`config.mk`:
```
export PLATFORM = sky130hd
export DESIGN_NAME = jtgng_dwnld_router
export DESIGN_NICKNAME = d
export VERILOG_FILES = /design/src/rtl/jtgng_dwnld_router.sv
export SDC_FILE = /design/constraint.sdc
export NUM_CORES = 1
export LEC_CHECK = 0
export CAP_MARGIN = 20
export CORE_AREA = 10 10 109 111
export CTS_CLUSTER_DIAMETER = 40
export CTS_CLUSTER_SIZE = 20
export DETAILED_ROUTE_END_ITERATION = 10
export DIE_AREA = 0 0 119 121
export GPL_TIMING_DRIVEN = 0
export PLACE_DENSITY = 0.87
export SYNTH_ARGS = -nofsm -noshare
export SYNTH_HDL_FRONTEND = slang
export SYNTH_SLANG_ARGS = --single-unit
```
`constraint.sdc`:
```
create_clock -name clk -period 3.85 [get_ports clk]
set_input_delay 1.155 -clock clk [delete_from_list [all_inputs] [get_ports clk]]
set_output_delay 1.155 -clock clk [all_outputs]
set_load 0.03 [all_outputs]
```
`src/rtl/jtgng_dwnld_router.sv`:
```
// Routes the ioctl download stream into four SDRAM banks and a row of on-chip
// PROM slots, buffers SDRAM writes against back-pressure, sequences rst_game.
module jtgng_dwnld_router #(
    parameter int             AW         = 22,
    parameter logic [AW-1:0]  BA1_START  = 22'h08000,
    parameter logic [AW-1:0]  BA2_START  = 22'h28000,
    parameter logic [AW-1:0]  BA3_START  = 22'h48000,
    parameter logic [AW-1:0]  PROM_START = 22'h88000,
    parameter int             PROM_CNT   = 13,
    parameter int             PROM_AW    = 8,
    parameter bit             SWAB       = 1'b0,
    parameter int             HOLD       = 16
) (
    input  logic                clk,
    input  logic                rst,
    input  logic                downloading,
    input  logic                ioctl_wr,
    input  logic [AW-1:0]       ioctl_addr,
    input  logic [7:0]          ioctl_data,
    output logic                prog_we,
    input  logic                prog_rdy,
    output logic [1:0]          prog_ba,
    output logic [AW-2:0]       prog_addr,
    output logic [15:0]         prog_data,
    output logic [1:0]          prog_mask,
    output logic [PROM_CNT-1:0] prom_we,
    output logic [PROM_AW-1:0]  prom_addr,
    output logic [7:0]          prom_data,
    output logic                overrun,
    output logic                oob,
    output logic                rst_game
);

    localparam int IW = AW - PROM_AW;
    localparam int CW = $clog2(HOLD + 1);

    typedef struct packed {
        logic [1:0]    ba;
        logic [AW-2:0] addr;
        logic [15:0]   data;
        logic [1:0]    mask;
    } ent_t;

    localparam ent_t RST_ENT = '{ba: 2'd0, addr: '0, data: 16'd0, mask: 2'b11};

    typedef enum logic [2:0] {S_IDLE, S_LOAD, S_DRAIN, S_HOLD, S_RUN} state_t;

    // ---------------- input decode ----------------
    logic                w_wr, w_sd_wr, w_pr_wr, w_pr_hit, w_pr_oob;
    logic [AW-1:0]       w_poff, w_base;
    logic [IW-1:0]       w_idx;
    logic [1:0]          w_ba;
    logic [PROM_CNT-1:0] w_prom_oh;
    ent_t                w_new;
    logic                w_dl_rise, w_drop;

    assign w_wr     = ioctl_wr & downloading;
    assign w_sd_wr  = w_wr && (ioctl_addr < PROM_START);
    assign w_pr_wr  = w_wr && (ioctl_addr >= PROM_START);
    assign w_poff   = ioctl_addr - PROM_START;
    assign w_idx    = IW'(w_poff >> PROM_AW);
    assign w_pr_hit = w_pr_wr && (w_idx < IW'(PROM_CNT));
    assign w_pr_oob = w_pr_wr && !(w_idx < IW'(PROM_CNT));

    always_comb begin
        w_ba   = 2'd0;
        w_base = '0;
        if (ioctl_addr >= BA3_START) begin
            w_ba   = 2'd3;
            w_base = BA3_START;
        end else if (ioctl_addr >= BA2_START) begin
            w_ba   = 2'd2;
            w_base = BA2_START;
        end else if (ioctl_addr >= BA1_START) begin
            w_ba   = 2'd1;
            w_base = BA1_START;
        end
    end

    always_comb begin
        w_new.ba   = w_ba;
        w_new.addr = (AW-1)'((ioctl_addr - w_base) >> 1);
        w_new.data = {ioctl_data, ioctl_data};
        w_new.mask = (ioctl_addr[0] ? 2'b01 : 2'b10) ^ {2{SWAB}};
    end

    always_comb begin
        w_prom_oh = '0;
        for (int i = 0; i < PROM_CNT; i++)
            w_prom_oh[i] = w_pr_hit && (w_idx == IW'(i));
    end

    // ---------------- SDRAM output register + skid ----------------
    ent_t r_out, r_skid;
    logic r_we, r_skid_vld, r_ovr, r_oob, r_dl_d;

    // A write arriving alongside prog_rdy sees the released slot, so only a
    // still-busy output register with a full skid loses data.
    assign w_drop    = w_sd_wr && r_we && !prog_rdy && r_skid_vld;
    assign w_dl_rise = downloading && !r_dl_d;

    always_ff @(posedge clk) begin
        if (rst) begin
            r_out      <= RST_ENT;
            r_skid     <= RST_ENT;
            r_we       <= 1'b0;
            r_skid_vld <= 1'b0;
        end else if (!r_we || prog_rdy) begin
            if (r_skid_vld) begin
                r_out      <= r_skid;
                r_we       <= 1'b1;
                r_skid_vld <= w_sd_wr;
                if (w_sd_wr) r_skid <= w_new;
            end else if (w_sd_wr) begin
                r_out <= w_new;
                r_we  <= 1'b1;
            end else begin
                r_we <= 1'b0;
            end
        end else if (w_sd_wr && !r_skid_vld) begin
            r_skid     <= w_new;
            r_skid_vld <= 1'b1;
        end
    end

    always_ff @(posedge clk) begin
        if (rst) begin
            r_dl_d <= 1'b0;
            r_ovr  <= 1'b0;
            r_oob  <= 1'b0;
        end else begin
            r_dl_d <= downloading;
            r_ovr  <= w_dl_rise ? w_drop   : (r_ovr | w_drop);
            r_oob  <= w_dl_rise ? w_pr_oob : (r_oob | w_pr_oob);
        end
    end

    // ---------------- PROM strobes ----------------
    logic [PROM_CNT-1:0] r_prom_we;
    logic [PROM_AW-1:0]  r_prom_addr;
    logic [7:0]          r_prom_data;

    always_ff @(posedge clk) begin
        if (rst) begin
            r_prom_we   <= '0;
            r_prom_addr <= '0;
            r_prom_data <= 8'd0;
        end else begin
            r_prom_we <= w_prom_oh;
            if (w_pr_hit) begin
                r_prom_addr <= PROM_AW'(w_poff);
                r_prom_data <= ioctl_data;
            end
        end
    end

    // ---------------- game reset sequencer ----------------
    state_t         r_state, w_nstate;
    logic [CW-1:0]  r_cnt, w_ncnt;
    logic           r_rst_game;

    always_comb begin
        w_nstate = r_state;
        w_ncnt   = r_cnt;
        case (r_state)
            S_IDLE:  if (downloading) w_nstate = S_LOAD;
            S_LOAD:  if (!downloading) w_nstate = S_DRAIN;
            S_DRAIN: if (!r_we && !r_skid_vld) begin
                w_nstate = S_HOLD;
                w_ncnt   = '0;
            end
            S_HOLD:  if (r_cnt == CW'(HOLD - 1)) w_nstate = S_RUN;
                     else w_ncnt = r_cnt + CW'(1);
            S_RUN:   if (downloading) w_nstate = S_LOAD;
            default: w_nstate = S_IDLE;
        endcase
    end

    always_ff @(posedge clk) begin
        if (rst) begin
            r_state    <= S_IDLE;
            r_cnt      <= '0;
            r_rst_game <= 1'b1;
        end else begin
            r_state    <= w_nstate;
            r_cnt      <= w_ncnt;
            r_rst_game <= (w_nstate != S_RUN);
        end
    end

    assign prog_we   = r_we;
    assign prog_ba   = r_out.ba;
    assign prog_addr = r_out.addr;
    assign prog_data = r_out.data;
    assign prog_mask = r_out.mask;
    assign prom_we   = r_prom_we;
    assign prom_addr = r_prom_addr;
    assign prom_data = r_prom_data;
    assign overrun   = r_ovr;
    assign oob       = r_oob;
    assign rst_game  = r_rst_game;

endmodule
```
==> impl_results.md, run 1 <==
* Yosys warns at 0
* GP Congestion at 0.889
* Final Max Slew Viols at 0
* Max Cap Viol at 0
* Syn avg cell area at 8.80 µm²
* Clk_skew at 0.0142 ns
* Critical path class: in2reg
* Setup violators final at 0
* Core ar. at 9640 µm²
* Worst-margin pin slew at 0.758 ns
* Number of global-route vias before repair at 4474
* Worst Path Arrival at 4.03 ns
* Sequential fraction of design power at 0.564
* Starting Density at 0.491
* DP Cell Count at 777
* Hold Crit Start: prom_addr[1]
* Crit path cell chain: clkdlybuf4s50_1 > nor3_1 > nand4_1 > o211ai_1 > nand2_1 > ha_1 > a211o_1 > a31oi_1 > xor2_1 > o211ai_1 > a21oi_1
* Post-Route WL at 13.8 mm
* Share of cells above drive strength 1 at 0.115
* Top cell type by total area after synthesis: dfxtp_1
* Cell row count at 36
* Flop2flop setup slack at 1.98 ns
* Post-synthesis sequential area ratio at 0.461
* Met2 wire length at 6.70 mm
* CP Launch Type: input port
* Mapped Cells at 538
* Min-Delay Path Class: reg2reg
* DP Wirelength at 10.3 mm
* Vias per inst at 5.43
* R2R Path End: prog_addr[10]
* Relative slew slack at 0.494
* Leak at 0.00211 µW
* Post-synthesis cell area at 4740 µm²
* Synth cell count leaders: dfxtp_1 (109), nand2_1 (107), nor2_1 (60), a21oi_1 (51)
* RR Startpoint: r_skid_vld
* Non-filler cells, final at 796
* Total power at 2030 µW
* Status: finished, final reports clean
* Hold Path Stages at 2
* Routed wire per std cell at 17.3 µm
* Synth top area share at 0.461
* Placed Area at 5960 µm²
* Remaining global-route overflow at 0
* Buf/Inv on CP at 1
* Setup TNS at 0 ns
* CP Capture Type: register
* Combinational share of power at 0.107
* Port-buffer cells at 106
* Number of remaining DRC errors at 0
* Top delay family on crit path: compound AO/OA/AOI/OAI gates
* Largest net degree at the start of global routing at 20
* Hold Vio Cnt, Final at 0
* Worst-path clk slew at 0.10 ns
* TritonCTS Buffers at 9
* Clock Tree Buf Depth at 2
* Area grow syn2layout at 31.2%
* Die width at 119 µm
* CP startpoint: ioctl_addr[2]
* Crit share post-route at 0.965
* Slowest cell on crit path: clkdlybuf4s50_1
* Max Freq at 269 MHz
* #FFs+latches synth at 109
* Switch share at 0.274
* Clock share of power at 0.329
* Ys flop type: dfxtp_1
* Clock Latency Late Sink at 0.40 ns
* Top post-synthesis cells by area: dfxtp_1 (46%), nand2_1 (8.5%), a211oi_2 (6.3%)
* DIE AREA at 14400 µm²
* Syn Nets at 581
* Post-route ant nets at 0
* Most frequent cell after synthesis: dfxtp_1
* CTS tree: done
* CP most frequent cell: o211ai_1
* Num ports at 109
* Post-synth EDFFs at 0
* H-tree depth at 3
* Yosys cell types at 49
* Antenna violations before repair at 0
* Hold_buf cts at 0
* Die Y at 121 µm
* Minimum clock period at 3.72 ns
* R2R depth at 4
* Worst ir drop on vdd at 197 µV
* WHS Endpoint: prom_addr[1]
* Crit path required time at 4.17 ns
* Met1 wire length at 5.52 mm
* Pwr per Cell Area at 327 nW/µm²
* Psw at 557 µW
* WL met3 at 1.15 mm
* # diodes at 0
* Via count at 4324
* FFs w/ async S/R, synth at 0
* Highest routed layer: met4
* Total track usage at 0.186
* Worst-path fanout max at 4
* DR iter-0 viols at 259
* Peak per-stage delay on the critical path at 0.49 ns
* Internal power at 1480 µW
* Global-route wire length before repair at 21.8 mm
* Clock sinks at 109
* Final Cell Area at 6210 µm²
* Root Driver: clkbuf_8
* Fin nets at 701
* 1st-pass router iterations at 5
[cells in the final DEF, fill, tap and decap left out, types with 8 or more instances in the layout]
cell type	Yosys	final
dfxtp_1	109	109
a211oi_2	24	24
o21ai_0	12	11
clkbuf_1	21	22
clkdlybuf4s50_1	0	103
nor2_1	60	60
buf_4	12	15
nand2_1	107	107
mux2i_1	24	24
nor3_1	11	9
nand2b_1	9	9
clkbuf_8	0	9
a21oi_1	51	51
ha_1	8	8
[through the flow]
step                utilization  hold WS, ns  worst slack, ns
floorplan                     -        0.432            0.479
global placement          0.619        0.438           -0.478
detailed placement        0.619        0.446           -0.544
CTS                       0.641        0.462           0.0490
global route              0.645        0.478          -0.0661
finish                    0.645        0.460            0.133
[power groups by stage]
stage          clock, µW  combinational (µW)  sequential, µW
2_1_floorplan          0                96.2            1190
3_3_place_gp           0                 205            1170
3_5_place_dp           0                 211            1170
4_1_cts              671                 214            1150
5_1_grt              711                 232            1150
6_report             668                 218            1150
[state kept, by name (all words and copies together), names as in the netlist, 2 cells and up]
name,flops
prom_data,8
r_skid,33
prog_mask,2
r_cnt,5
prog_ba,2
prom_addr,8
r_state,3
prom_we,13
prog_addr,21
prog_data,8
[layout make-up]
type                            count  area (µm²)
Fill cell                         785        3430
Multi-Input combinational cell    381        2300
Sequential cell                   109        2180
Timing Repair Buffer              109        1090
Buffer                             42         260
Tap cell                          133         166
Clock buffer                       10         128
Clock inverter                      6        58.8
Inverter                            6        22.5
[worst max-delay path by stage]
stage / endpoint / cells past startpoint
floorplan: prog_addr[18] / 12
global placement: prog_addr[18] / 15
detailed placement: prog_addr[18] / 13
CTS: prog_addr[18] / 13
global route: prog_addr[19] / 11
finish: prog_addr[19] / 11
[cell families (layout without fill, tap and decap cells)]
| logic type | count (synthesis) | count (layout) | synth area share |
|---|---|---|---|
| buf+inv | 48 | 173 | 0.0597 |
| fa+ha+maj | 8 | 8 | 0.0211 |
| mux | 24 | 24 | 0.0507 |
| flops | 109 | 109 | 0.461 |
| compound gates | 113 | 113 | 0.180 |
| xor+xnor | 9 | 9 | 0.0166 |
| simple gates | 227 | 227 | 0.211 |
[metal layers]
metal	global-route usage	up-vias
met5	0	-
met4	0.0969	0
met3	0.0624	45
met2	0.316	183
met1	0.202	2027
li1	-	2069
[worst register-to-register path: cells and delay by family (launching register included)]
kind	cells	cell delay, ns
buffers and inverters	2	1.00
flip-flops	1	0.32
multiplexers	1	0.32
AO/OA/AOI/OAI	1	0.09
[timing repair]
| action | 4_1_cts | 5_1_grt |
|---|---|---|
| endpoints found under the setup margin | 3 | 14 |
| pin swaps | 2 | 2 |
| setup buffers | 2 | 1 |
| gates resized for setup | 3 | 8 |
| cloned | 0 | 0 |
No activity file was read; power rests on OpenSTA's default activity.
==> inputs of run 2 (changes only) <==
Settings changed: CORE_AREA 10 10 109 111 to 10 10 170 133, DIE_AREA 0 0 119 121 to 0 0 180 143, PLACE_DENSITY 0.87 to 0.54.
==> run 2 against run 1 <==
Combinational power is essentially flat; die area grew 79%; sequential power is essentially flat; first-iteration DRC count shrank 3.9%; cell count grew 15%; critical path type unchanged; maximum frequency grew 0.93%; total power grew 16%; global-route usage shrank 7.1 points; core utilization shrank 30 points.
==> impl_results.md, run 2 (synthesis results as in run 1) <==
* Vias per inst at 4.44 (was 5.43)
* Worst-path fanout max at 4 (unchanged)
* # diodes at 0 (unchanged)
* Placed Area at 6120 µm² (was 5960 µm²)
* Clock Tree Buf Depth at 2 (unchanged)
* Num ports at 109 (unchanged)
* Relative slew slack at 0.381 (was 0.494)
* Place WS at -0.517 ns (was -0.544 ns)
* Most frequent cells in the layout: dfxtp_1 (109), nand2_1 (107), clkdlybuf4s50_1 (104) (was dfxtp_1 (109), nand2_1 (107), clkdlybuf4s50_1 (103))
* Setup violators final at 0 (unchanged)
* Post-Route WL at 15.3 mm (was 13.8 mm)
* Number of global-route vias before repair at 3940 (was 4474)
* Die Y at 143 µm (was 121 µm)
* Post-route ant nets at 0 (unchanged)
* Max reg flops at 33 (unchanged)
* Total track usage at 0.115 (was 0.186)
* Die width at 180 µm (was 119 µm)
* Clock Latency Late Sink at 0.35 ns (was 0.40 ns)
* Hold Crit Start: prog_addr[14] (was prom_addr[1])
* CP Launch Type: input port (unchanged)
* Worst Path Arrival at 3.92 ns (was 4.03 ns)
* Status: finished, final reports clean (unchanged)
* Core ar. at 19100 µm² (was 9640 µm²)
* Commonest non-fill, non-tap cell in the layout: dfxtp_1 (unchanged)
* Routed wire per std cell at 16.7 µm (was 17.3 µm)
* Crit path required time at 4.09 ns (was 4.17 ns)
* Minimum clock period at 3.68 ns (was 3.72 ns)
* Setup ws final at 0.167 ns (was 0.133 ns)
* Final Max Slew Viols at 0 (unchanged)
* Port-buffer cells at 106 (unchanged)
* Pwr per Cell Area at 364 nW/µm² (was 327 nW/µm²)
* Clock sinks at 109 (unchanged)
* Hold_buf cts at 0 (unchanged)
* GP Congestion at 0.783 (was 0.889)
* Crit share post-route at 0.957 (was 0.965)
* Clk_skew at 0.00803 ns (was 0.0142 ns)
* DR iter-0 viols at 249 (was 259)
* 1st-pass router iterations at 4 (was 5)
* Via count at 4072 (was 4324)
* Starting Density at 0.248 (was 0.491)
* TritonCTS Buffers at 9 (unchanged)
* Remaining global-route overflow at 0 (unchanged)
* CP Capture Type: register (unchanged)
* Number of remaining DRC errors at 0 (unchanged)
* Fin nets at 702 (was 701)
* Cell row count at 44 (was 36)
* Worst ir drop on vdd at 196 µV (was 197 µV)
* Final Cell Area at 6490 µm² (was 6210 µm²)
* Largest net degree at the start of global routing at 20 (unchanged)
* Share of cells above drive strength 1 at 0.114 (was 0.115)
* RR Startpoint: r_skid_vld (unchanged)
* Worst-margin pin slew at 0.920 ns (was 0.758 ns)
* H-tree depth at 3 (unchanged)
* Max Freq at 272 MHz (was 269 MHz)
* Max Cap Viol at 0 (unchanged)
* Global-route wire length before repair at 23.4 mm (was 21.8 mm)
* Leak at 0.00217 µW (was 0.00211 µW)
* CP startpoint: ioctl_addr[1] (was ioctl_addr[2])
* Root Driver: clkbuf_16 (was clkbuf_8)
* Critical path class: in2reg (unchanged)
* Hold Vio Cnt, Final at 0 (unchanged)
* DP Wirelength at 11.4 mm (was 10.3 mm)
* Min-Delay Path Class: reg2reg (unchanged)
* Worst-path clk slew at 0.08 ns (was 0.10 ns)
* CTS tree: done (unchanged)
* Reg with most FFs: r_skid (unchanged)
* Area grow syn2layout at 37.1% (was 31.2%)
* Antenna violations before repair at 0 (unchanged)
* DIE AREA at 25700 µm² (was 14400 µm²)
run 2: changes by cell type in the layout (fill, tap and decap cells not counted), moves of 2 or more:
cell       previous run  this run
clkbuf_8              9         1
inv_8                 0         2
clkbuf_16             0         9
inv_6                 2         0
clkinv_4              2         0
run 2: final cells by class:
type / instances / area, µm²
Sequential cell: 109 / 2180
Fill cell: 1993 / 12600
Multi-Input combinational cell: 381 / 2290
Clock buffer: 10 / 239
Inverter: 6 / 22.5
Timing Repair Buffer: 110 / 1100
Clock inverter: 6 / 81.3
Tap cell: 253 / 317
Buffer: 42 / 260
run 2: path summary, 6_finish.rpt:
kind                   end  slack, ns  cells past startpoint
max          prog_addr[20]       0.17                     11
min          prog_addr[14]       0.45                      2
max reg2reg  prog_addr[10]       1.89                      4
min reg2reg  prog_addr[14]       0.45                      2
run 2: through the flow:
step / TNS, ns / hold WS [ns] / cells / power, µW / util
after floorplan: 0 / 0.432 / 538 / 1280 / -
after global placement: -8.16 / 0.439 / 897 / 1390 / 0.320
after detailed placement: -5.73 / 0.446 / 898 / 1390 / 0.320
after CTS: 0 / 0.457 / 916 / 2380 / 0.338
after global routing: -0.00432 / 0.476 / 917 / 2450 / 0.340
final: 0 / 0.451 / 917 / 2360 / 0.340
run 2: routing by layer:
layer / vias to the layer above / track usage / routed length [µm]
met5: - / 0 / 0
met4: 0 / 0.0182 / 24
met3: 2 / 0.0409 / 1200
met2: 108 / 0.164 / 6350
met1: 1875 / 0.163 / 7700
li1: 2087 / - / -
run 2: what timing repair did:
action / 4_1_cts / 5_1_grt
resized for setup: 2 / 6
pin swaps: 2 / 2
buffers inserted: 2 / 1
endpoints found under the setup margin: 6 / 18
run 2: power breakdown:
group          internal (µW)  total (µW)  switching (µW)  leakage [µW]
clock network            537         998             461      0.000155
logic                   88.5         219             131       0.00113
registers               1140        1150            7.88      0.000880
run 2: critical path, stage by stage:
cell and delay, ns:
clkdlybuf4s50_1 0.58, nor4_1 0.33, nand4_1 0.23, o211ai_1 0.30
nand2_1 0.09, ha_1 0.33, nor2b_1 0.15, o21ai_1 0.16
nand2_1 0.09, xnor2_1 0.15, a221o_1 0.35
